$ cat src/rtl/exception_arbiter.sv
// exception_arbiter
//
// Chooses the next handler entry for the CPU. Asynchronous device interrupt
// lines are synchronized, qualified by the PSW interrupt enable and mask, and
// priority-encoded (highest index wins). Synchronous exceptions (priority
// 16..31) always win over interrupts and may replace a pending interrupt
// before it is acknowledged. An accepted entry produces a single-cycle PSW
// write strobe carrying the new priority.
//
// Handshake: entryRequest/entryPriority are held stable while the entry is
// pending; the CPU accepts by pulsing entryAcknowledge in any pending cycle
// (valid/ready style: the transfer happens on the rising edge where both
// entryRequest and entryAcknowledge are high). Acknowledge outside the
// pending state has no effect.
//
// Ports
//   clock, reset            single clock, synchronous active-high reset
//   pswValue[31:0]          current PSW (27 vector, 23 IE, 15:0 mask)
//   interruptRequests[15:0] async level IRQ lines, line n = priority n
//   exceptionValid          synchronous exception raised this cycle
//   exceptionCode[4:0]      exception priority (16..31)
//   instructionBoundary     CPU can take an interrupt this cycle
//   entryRequest            handler entry pending
//   entryPriority[4:0]      priority of the pending entry (0 when not pending)
//   entryAcknowledge        CPU accepts the pending entry
//   pswWriteEnable          one-cycle PSW write strobe on handler entry
//   pswWriteDataSource      PSW data mux select (handler entry when strobing)
//   priorityWriteValue[4:0] priority written into the PSW on entry
//   handlerAddress[31:0]    handler entry PC, 0 while idle
//   busy                    state is not IDLE
//   debug_state[1:0]        current FSM state (IDLE=0, PENDING=1, COMMIT=2)

`ifndef PSW_WRITE_DATA_SOURCE_WIDTH
`define PSW_WRITE_DATA_SOURCE_WIDTH 2
`endif
`ifndef PSW_WRITE_DATA_SOURCE_HANDLER_ENTRY
`define PSW_WRITE_DATA_SOURCE_HANDLER_ENTRY `PSW_WRITE_DATA_SOURCE_WIDTH'(1)
`endif

module exception_arbiter #(
    parameter int SYNC_STAGES = 2
) (
    input  logic                                    clock,
    input  logic                                    reset,
    input  logic [31:0]                             pswValue,
    input  logic [15:0]                             interruptRequests,
    input  logic                                    exceptionValid,
    input  logic [4:0]                              exceptionCode,
    input  logic                                    instructionBoundary,
    output logic                                    entryRequest,
    output logic [4:0]                              entryPriority,
    input  logic                                    entryAcknowledge,
    output logic                                    pswWriteEnable,
    output logic [`PSW_WRITE_DATA_SOURCE_WIDTH-1:0] pswWriteDataSource,
    output logic [4:0]                              priorityWriteValue,
    output logic [31:0]                             handlerAddress,
    output logic                                    busy,
    output logic [1:0]                              debug_state
);

    // Fewer than two flops would not protect against metastability.
    localparam int STAGES = (SYNC_STAGES < 2) ? 2 : SYNC_STAGES;

    typedef enum logic [1:0] {
        IDLE    = 2'd0,
        PENDING = 2'd1,
        COMMIT  = 2'd2
    } state_t;

    state_t      state;
    logic [15:0] sync_q [STAGES];
    logic [4:0]  latched_priority;
    logic        latched_vector;
    logic [15:0] eligible;
    logic [3:0]  winner;
    logic        unused_bits;

    function automatic logic [31:0] vector_address(input logic vector_bit);
        return vector_bit ? 32'hC000_0004 : 32'hE000_0004;
    endfunction

    function automatic logic [3:0] highest_index(input logic [15:0] lines);
        logic [3:0] index;
        index = '0;
        for (int i = 0; i < 16; i++) begin
            if (lines[i]) index = 4'(i);
        end
        return index;
    endfunction

    assign eligible    = sync_q[STAGES-1] & pswValue[15:0] & {16{pswValue[23]}};
    assign winner      = highest_index(eligible);
    assign debug_state = state;

    // PSW fields this block does not look at, and the exception code MSB,
    // which is implied by the exception class.
    assign unused_bits = ^{pswValue[31:28], pswValue[26:24], pswValue[22:16], exceptionCode[4]};

    always_ff @(posedge clock) begin
        if (reset) begin
            for (int i = 0; i < STAGES; i++) sync_q[i] <= '0;
            state              <= IDLE;
            latched_priority   <= '0;
            latched_vector     <= 1'b0;
            entryRequest       <= 1'b0;
            entryPriority      <= '0;
            pswWriteEnable     <= 1'b0;
            pswWriteDataSource <= '0;
            priorityWriteValue <= '0;
            handlerAddress     <= '0;
            busy               <= 1'b0;
        end else begin
            sync_q[0] <= interruptRequests;
            for (int i = 1; i < STAGES; i++) sync_q[i] <= sync_q[i-1];

            case (state)
                IDLE: begin
                    // Exceptions are synchronous to the instruction stream and
                    // cannot be masked or deferred to a boundary.
                    if (exceptionValid) begin
                        state            <= PENDING;
                        latched_priority <= {1'b1, exceptionCode[3:0]};
                        latched_vector   <= pswValue[27];
                        entryRequest     <= 1'b1;
                        entryPriority    <= {1'b1, exceptionCode[3:0]};
                        handlerAddress   <= vector_address(pswValue[27]);
                        busy             <= 1'b1;
                    end else if (instructionBoundary && (|eligible)) begin
                        state            <= PENDING;
                        latched_priority <= {1'b0, winner};
                        latched_vector   <= pswValue[27];
                        entryRequest     <= 1'b1;
                        entryPriority    <= {1'b0, winner};
                        handlerAddress   <= vector_address(pswValue[27]);
                        busy             <= 1'b1;
                    end
                end

                PENDING: begin
                    // The request is latched: a dropped IRQ does not cancel it.
                    if (entryAcknowledge) begin
                        state              <= COMMIT;
                        entryRequest       <= 1'b0;
                        entryPriority      <= '0;
                        pswWriteEnable     <= 1'b1;
                        pswWriteDataSource <= `PSW_WRITE_DATA_SOURCE_HANDLER_ENTRY;
                        priorityWriteValue <= latched_priority;
                        handlerAddress     <= vector_address(latched_vector);
                    end else if (exceptionValid) begin
                        latched_priority <= {1'b1, exceptionCode[3:0]};
                        entryPriority    <= {1'b1, exceptionCode[3:0]};
                    end
                end

                COMMIT: begin
                    state              <= IDLE;
                    pswWriteEnable     <= 1'b0;
                    pswWriteDataSource <= '0;
                    priorityWriteValue <= '0;
                    handlerAddress     <= '0;
                    busy               <= 1'b0;
                end

                default: begin
                    state <= IDLE;
                end
            endcase
        end
    end

endmodule

$ cat config.mk
export PLATFORM = sky130hd
export DESIGN_NAME = exception_arbiter
export DESIGN_NICKNAME = d
export VERILOG_FILES = /design/src/rtl/exception_arbiter.sv
export SDC_FILE = /design/constraint.sdc
export NUM_CORES = 1
export LEC_CHECK = 0
export CORE_MARGIN = 2
export CORE_UTILIZATION = 42
export DETAILED_ROUTE_END_ITERATION = 8
export HOLD_SLACK_MARGIN = 0.08
export PLACE_DENSITY_LB_ADDON = 0.05
export SYNTH_ARGS = -nofsm -noshare
export SYNTH_HDL_FRONTEND = slang
export SYNTH_SLANG_ARGS = --single-unit
$ cat constraint.sdc
create_clock -name clock -period 2.2 [get_ports clock]
set_clock_uncertainty 0.2 [all_clocks]
set_input_delay 0.44 -clock clock [delete_from_list [all_inputs] [get_ports clock]]
set_output_delay 0.44 -clock clock [all_outputs]
set_load 0.05 [all_outputs]
Word level (Yosys, flattened, before mapping)
Memories as Yosys holds them, arrays and structs flattened.
Cells that the tools add are included.
{ "word_totals": {"reg_bits": 55, "latch_bits": 0, "ramBits": 32, "rom_bits": 0, "input_bits": 58, "output_inout_bits": 49, "word_cells": 88, "n_memories": 1} }
{ "classes": {"addsub": 0, "multipliers": 0, "div": 0, "n_lt_le_gt_ge": 0, "n_eq_ne": 7, "shifts": 0, "mux": 50, "bitwise_logic": 4, "n_reduce_logical": 16} }
{ "mem_list": {"columns": ["memory", "depth", "width", "rd", "rd_clocked_by_memory_dff", "wr", "line_no", "source"], "rows": [
  ["sync_q", 2, 16, 2, 0, 2, "71", "logic [15:0] sync_q [STAGES];"]
]} }
{ "ops": {"columns": ["op", "n"], "rows": [
  ["$mux W32", 3],
  ["$pmux W32 S3", 1],
  ["$mux W30", 2],
  ["$mux W4", 14],
  ["$and A16 B16 Y16", 2],
  ["$mux W16", 2],
  ["$mux W5", 6],
  ["$pmux W5 S2", 3],
  ["$reduce_or A16 Y1", 1],
  ["$mux W1", 10],
  ["$reduce_and A3 Y1", 3],
  ["$mux W2", 4],
  ["$pmux W2 S2", 2],
  ["$reduce_and A2 Y1", 4],
  ["$reduce_bool A2 Y1", 4],
  ["$ne A2 B2 Y1 const B", 3],
  ["$ne A3 B3 Y1 const B", 2],
  ["$pmux W1 S2", 3],
  ["$reduce_and A4 Y1", 1],
  ["$reduce_bool A3 Y1", 1],
  ["$eq A2 B1 Y1 const B", 1],
  ["$eq A2 B2 Y1 const B", 1],
  ["$logic_not A2 Y1", 1],
  ["$or A1 B1 Y1", 2],
  ["$logic_and A1 B1 Y1", 1]
]} }

Longest topological paths before layout
Gate-level depths: netlist of run 1.
An unclocked memory read counts as a cell.
{ "logic_depth": {"depth_word": 21, "depth_mapped": 8, "ltp_nobuf": 7} }

Worst setup path before layout of run 1
OpenSTA, ideal clock, no wires.
{ "synth_path": {"path_type": "flip-flop to flip-flop", "startpoint": "reg state[0] (netlist: debug_state[0])", "endpoint": "reg entryPriority[0]", "setup_time_ns": 0.132, "arrival_ns": 1.843, "required_time_ns": 1.868, "setup_slack_ns": 0.024, "stages_incl_launch_ff": 8, "n_path_buf": 0, "path_cell_list": "dfxtp_1 inv_1 ha_1 or2_2 nand3_1 inv_1 a22oi_1 a21oi_1"} }
{ "synth_via": {"elab_chain_cells": 3, "word_cells_on_any_way": 7, "classes_between": "3 x eq/ne; 1 x mux; 3 x reduce/logical"} }
{ "synth_rtl": {"columns": ["item", "line_no", "source"], "rows": [
  ["from (decl)", "70", "state_t state;"],
  ["from (signal assigned)", "102", "state <= IDLE;"],
  ["from (signal assigned)", "121", "state <= PENDING;"],
  ["from (signal assigned)", "129", "state <= PENDING;"],
  ["$eq A2 B1 Y1 or $logic_not A2 Y1 (tied branches)", "116", "case (state)"],
  ["$ne A3 B3 Y1 (no line) or $reduce_bool A2 Y1 (tied branches)", null, null],
  ["$reduce_and A3 Y1 (no line)", null, null],
  ["to (signal assigned)", "125", "entryPriority <= {1'b1, exceptionCode[3:0]};"],
  ["to (signal assigned)", "133", "entryPriority <= {1'b0, winner};"],
  ["to (signal assigned)", "151", "entryPriority <= {1'b1, exceptionCode[3:0]};"],
  ["to (decl)", "51", "output logic [4:0] entryPriority,"]
]} }
Several ways; a longest one is shown, not always the timed one.
A chain may end at the register's enable or synchronous reset.

Worst setup path after layout of run 1
{ "layout_path": {"startpoint": "reg handlerAddress[30]", "endpoint": "out handlerAddress[30]"} }
{ "layout_rtl": {"columns": ["item", "line_no", "source"], "rows": [
  ["from (decl)", "56", "output logic [31:0] handlerAddress,"],
  ["from (signal assigned)", "126", "handlerAddress <= vector_address(pswValue[27]);"],
  ["from (signal assigned)", "134", "handlerAddress <= vector_address(pswValue[27]);"],
  ["from (signal assigned)", "148", "handlerAddress <= vector_address(latched_vector);"]
]} }
No word-level cell between the ends.

==> results.cfg, run 1 <==
[final_layout]
layout-drive-gt1-share_pct = 13.69
antenna_cells = 0
design_area_mm2 = 0.003322
synthToLayoutAreaGrowth_pct = 34.36
nNetsFinal = 420

[detailed_routing]
detail-route-antenna-nets = 0
wl_per_cell_um = 11.64
post_drt_via_cell_ratio = 4.695
post-route-drc-count = 0
drt_iter0_markers = 59
vias = 2019
routed_wl_um = 5006
drtPass1Iterations = 4

[worst_setup_path]
cp_num_buf_inv = 1
path_depth = 1
arrival_ns = 1.50
reg2reg_depth = 7
endpoint = handlerAddress[30]
critPathSlowestCell = clkdlybuf4s50_1
worst_path_largest_cell_delay_ns = 0.82
crit_chain = clkdlybuf4s50_1
regToRegEndpoint = entryPriority[0]
critPathKind = reg -> out
crit_start = handlerAddress[30]
timing.rr.start = debug_state[0]
required_ns = 1.56
startpoint_type = register
cp-end-kind = output pin
crit_fanout = 4
crit_family = buffers and inverters
r2r_setup_slack_ns = 0.18

[global_route]
grt_pass1_vias = 1808
grt_max_degree = 25
track_usage_pct = 16.38
overflow = 0
grt_pass1_wl_um = 8176
antenna_found_initial = 0

[hold_path]
hold_depth = 1
hp-class = reg -> reg

[logic_synthesis]
syn_inst = 276
async_reset_ff_share_pct = 0
ys_seq_area_share_pct = 44.53
yosys_register_bits = 55
synth_warnings = 0
netlist_area_mm2 = 0.002472
ys.flop_type = dfxtp_1
synth_edf_count = 0
synth_cell_types = 42
synth_area_per_cell_um2 = 8.958

[sta]
finalHoldViolCount = 0
drv_slew = 0
period_needed_ns = 2.136
tightestPinTransition_ns = 0.4966
rsz0062_at_grt = yes
slew_headroom_pct = 66.79
max_freq_mhz = 468.1
setup_viol_count_final = 0
period_share_pct = 97.10

[floorplan]
num_rows = 27
num_io_pins = 107
dieArea_mm2 = 0.006517
die_x_um = 80.73
die_y_um = 80.73
initial_utilization_pct = 44.09
core_area_mm2 = 0.005608

[power_and_ir_drop]
vdd_ir_drop_max_v = 0.0004022
total_power_mw = 2.581
power_density_mw_per_mm2 = 777.1
leakage_nw = 1.335

[place]
postPlaceCellArea_mm2 = 0.003184
dp_hpwl_um = 3885
gp_congestion = 0.8161
io_buffers = 62

[clocking]
clock_latency_ns = 0.30
cts.path.max_buffers = 2
path_clk_slew_ns = 0.09
ctsHtreeMaxLevel = 2
cts_tree = yes
cts_root_buffer = clkbuf_8
cts_buffers = 5
clock_sinks = 55

[run]
max_cap_violations = 0

[status]
status = complete, no violations
## placed cells by master, fill, tap and decap left out, types with 4 or more instances in the layout
master           Yosys  routed
dfxtp_1             55      55
clkdlybuf4s50_1      0      55
nor2b_1             34      34
buf_4               32      30
conb_1               1      29
nand2_1             21      21
a21oi_1             21      20
nor2_1              15      15
inv_1               10      10
nand2b_1             9       9
o21ai_0              8       8
a22oi_1              7       6
clkbuf_8             0       6
nor3_1               5       5
ha_1                 5       5
a22oi_2              3       4
a211oi_1             4       4
## worst min-delay path by stage
stage / start / endpoint / slack [ns]
after floorplan: sync_q[0][0] / sync_q[0][16] / 0.21
after global placement: sync_q[0][3] / sync_q[0][19] / 0.22
after detailed placement: sync_q[0][0] / sync_q[0][16] / 0.22
after CTS: sync_q[0][14] / sync_q[0][30] / 0.24
after global routing: sync_q[0][14] / sync_q[0][30] / 0.26
final: sync_q[0][0] / sync_q[0][16] / 0.24
## metrics by stage
stage	setup TNS, ns	worst slack, ns	util, %	instances	hold WS [ns]
after CTS	0	0.04032	58.88	430	0.2437
after global routing	-0.1511	-0.04138	59.24	430	0.2578
after detailed placement	-3.073	-0.2544	56.78	422	0.2204
final	0	0.06378	59.24	430	0.2412
after global placement	-2.866	-0.2395	56.78	422	0.2166
after floorplan	0	0.02442	-	304	0.2138
## where the power goes
group          internal (mW)  leakage (nW)  switching (mW)
clock                  0.368        0.0612           0.313
combinational          0.290         0.820           0.492
sequential              1.07         0.454          0.0431
## routing by layer
layer	wire length [um]	track usage, %	vias to the layer above	share of wire (%)
li1	-	-	1048	-
met1	2317	20.94	898	46
met2	2256	25.75	62	45
met3	325	4.944	11	6.5
met4	107	6.780	0	2.1
met5	0	0	-	0
## synthesized netlist by cell type (2+ instances only)
cell | number | area share, %
a211oi_1 | 4 | 1.2
a21oi_1 | 21 | 4.3
a22o_1 | 3 | 1.1
a22oi_1 | 7 | 2.1
a22oi_2 | 3 | 1.5
a31oi_1 | 3 | 0.76
a32o_1 | 2 | 0.81
a32oi_1 | 2 | 0.71
buf_4 | 32 | 9.7
clkbuf_1 | 9 | 1.4
dfxtp_1 | 55 | 45
ha_1 | 5 | 2.5
inv_1 | 10 | 1.5
mux2i_1 | 2 | 0.81
nand2_1 | 21 | 3.2
nand2b_1 | 9 | 2.3
nand3_1 | 2 | 0.40
nand4_1 | 3 | 0.76
nor2_1 | 15 | 2.3
nor2b_1 | 34 | 8.6
nor3_1 | 5 | 1.0
o21ai_0 | 8 | 1.6
o21bai_1 | 2 | 0.61
## registers in the layout (all words and copies together) (netlist names), 2 cells and up
register            flops
debug_state             2
entryPriority           5
handlerAddress          2
latched_priority        5
priorityWriteValue      5
sync_q                 32
## what timing repair did
item	in CTS	in global routing
setup endpoints to repair	0	7
setup buffers	0	0
gates resized for setup	0	5
hold buffers	0	0
## cell families after synthesis
family                     count (synthesis)  synth area share (%)
other                                      1                0.1517
DFF                                       55                 44.53
and+or+nand+nor                           92                 19.38
adders and majority gates                  5                 2.530
muxes                                      2                0.8097
buffers and inverters                     52                 12.75
AOI/OAI and AO/OA                         69                 19.84
## area by class of cell
cell class              instances  area [um2]
well taps                      72       90.09
clock inverters                 2       35.03
fillers                       534        2286
multi-input cells             197        1179
flip-flops and latches         55        1101
inverters                      11       41.29
repair buffers                 87       793.3
clock buffers                   6       82.58
Note: power is estimated with default switching activity, not from simulation.
==> run 2: changes to the inputs <==
ABC_AREA = 1   (was not set)
==> run 2 against run 1 <==
  * Worst hold slack got worse by 0.037 ns
  * Non-clock buffer count is 3 lower
  * Core utilization shrank 0.85 points
  * Fmax increased by 0.66%
==> results.cfg, run 2 <==
[logic_synthesis]
synth_edf_count = 0
synthAdderAreaFrac_pct = 2.548
synth-xor-area-share_pct = 0
synth_warnings = 0
synth_top_cell_area_share_pct = 44.85
syn_inst = 315
yosys_register_bits = 55
netlist_area_mm2 = 0.002455
synthTopCellsByCount = 59 x nand2_1, 55 x dfxtp_1, 45 x inv_1, 45 x nor2_1, 32 x buf_4
async_reset_ff_share_pct = 0
ys_seq_area_share_pct = 44.85
synthTopCellsByArea = dfxtp_1 45%, buf_4 9.8%, nand2_1 9.0%
synth_area_leader_cell = dfxtp_1
synth_cell_types = 29
ys.flop_type = dfxtp_1
synth_area_per_cell_um2 = 7.793
muxShareOfSynthArea_pct = 0
synth_most_common_cell = nand2_1
synth_top_family_by_area = simple AND/OR/NAND/NOR gates
synth-compound-area-share_pct = 9.021
synth-simple-area-share_pct = 24.82

[power_and_ir_drop]
leakage_nw = 1.518
power_density_mw_per_mm2 = 720.8
total_power_mw = 2.346
vdd_ir_drop_max_v = 0.0003505

[detailed_routing]
detail-route-antenna-nets = 0
routed_wl_um = 4353
post-route-drc-count = 0
post_drt_via_cell_ratio = 4.220
vias = 1975
drtPass1Iterations = 4
wl_per_cell_um = 9.301
met2_length_um = 2111
highest_layer = met4
wl_met1_um = 1936
drt_iter0_markers = 47
wl_met3_um = 277

[clocking]
path_clk_slew_ns = 0.09
cts_buffers = 5
clock_latency_ns = 0.30
cts.path.max_buffers = 2
cts_tree = yes
ctsHoldBuffers = 0
ctsHtreeMaxLevel = 2
cts_root_buffer = clkbuf_8
clock_sinks = 55

[final_layout]
synthToLayoutAreaGrowth_pct = 32.57
layout-drive-gt1-share_pct = 14.39
antenna_cells = 0
fillers = 570
largest_reg_flops = 32
layout_commonest_cell = nand2_1
nNetsFinal = 458
regMostFlops = sync_q
design_area_mm2 = 0.003254
most-common-layout-cells = 59 x nand2_1, 58 x clkdlybuf4s50_1, 55 x dfxtp_1

[sta]
tightestPinTransition_ns = 0.5055
period_needed_ns = 2.122
setup_viol_count_final = 0
rsz0062_at_grt = no
max_freq_mhz = 471.2
tns_ns = 0
finalHoldViolCount = 0
drv_slew = 0
slew_headroom_pct = 66.20
period_share_pct = 96.46

[place]
postPlaceCellArea_mm2 = 0.003129
gp_congestion = 0.7821
dp_hpwl_um = 3356
io_buffers = 62

[worst_setup_path]
cp_num_buf_inv = 1
crit_family = buffers and inverters
worst_path_largest_cell_delay_ns = 0.81
cp-end-kind = output pin
required_ns = 1.56
startpoint_type = register
critPathSlowestCell = clkdlybuf4s50_1
critPathKind = reg -> out
crit_chain = clkdlybuf4s50_1
crit_fanout = 4
arrival_ns = 1.48

[floorplan]
num_io_pins = 107
core_area_mm2 = 0.005574
dieArea_mm2 = 0.006472
die_x_um = 80.45
num_rows = 27
initial_utilization_pct = 44.04
die_y_um = 80.45

[hold_path]
hp-class = reg -> reg

[global_route]
grt_pass1_wl_um = 7113
grt_max_degree = 33
grt_pass1_vias = 1705
track_usage_pct = 14.14
antenna_found_initial = 0
overflow = 0

[run]
max_cap_violations = 0

[status]
status = complete, no violations
run 2: cells by family after synthesis:
group / count (synthesis)
flip-flops: 55
AO/OA/AOI/OAI: 37
AND/OR/NAND/NOR: 130
adder cells (fa/ha/maj): 5
other: 1
buffers and inverters: 87
run 2: what timing repair did:
action,in CTS,in global routing
cloned,1,0
setup endpoints to repair,14,3
setup buffers,1,1
resized for setup,5,1
pin swaps,4,3
run 2: stage by stage:
stage,util (%),setup slack [ns],instances,hold slack [ns]
final,58.38,0.07785,468,0.2041
after global routing,58.38,0.002612,468,0.2189
after CTS,58.16,0.05578,467,0.2062
after detailed placement,56.14,-0.4509,457,0.1925
after global placement,56.14,-0.4236,457,0.1893
after floorplan,-,0.05881,343,0.1883
run 2: report_power, final:
part           internal (mW)  total [mW]  leakage, nW  switching (mW)
Combinational          0.262       0.716         1.02           0.454
Clock                  0.223       0.528       0.0412           0.305
Sequential              1.07        1.10        0.453          0.0343
Total                   1.55        2.35         1.52           0.793
run 2: layer usage:
metal | GRT usage (%) | vias to the layer above
met4 | 4.237 | 0
met3 | 4.045 | 2
met1 | 16.75 | 855
met2 | 24.67 | 54
li1 | - | 1064
met5 | 0 | -
run 2: final timing paths:
kind	from	to	slack, ns	cells past startpoint
worst max register to register	debug_state[0]	latched_priority[0]	0.31	10
worst min register to register	sync_q[0][2]	sync_q[0][18]	0.20	2
worst min-delay path	sync_q[0][2]	sync_q[0][18]	0.20	2
worst max-delay path	handlerAddress[30]	handlerAddress[30]	0.08	1
run 2: area by class of cell:
cell class	instances	area, um2	area share (%)
clock inverter	2	12.51	0.3845
sequential	55	1101	33.83
multi-input combinational	201	1017	31.26
tap	72	90.09	2.768
inverter	48	182.7	5.613
timing repair buffer	84	778.2	23.91
clock buffer	6	72.57	2.230
==> run 3: changes to the inputs <==
ABC_CLOCK_PERIOD_IN_PS = 2200   (was not set)
==> results of run 3 <==
No change in the layout: final DEF, timing and power equal those of run 2.
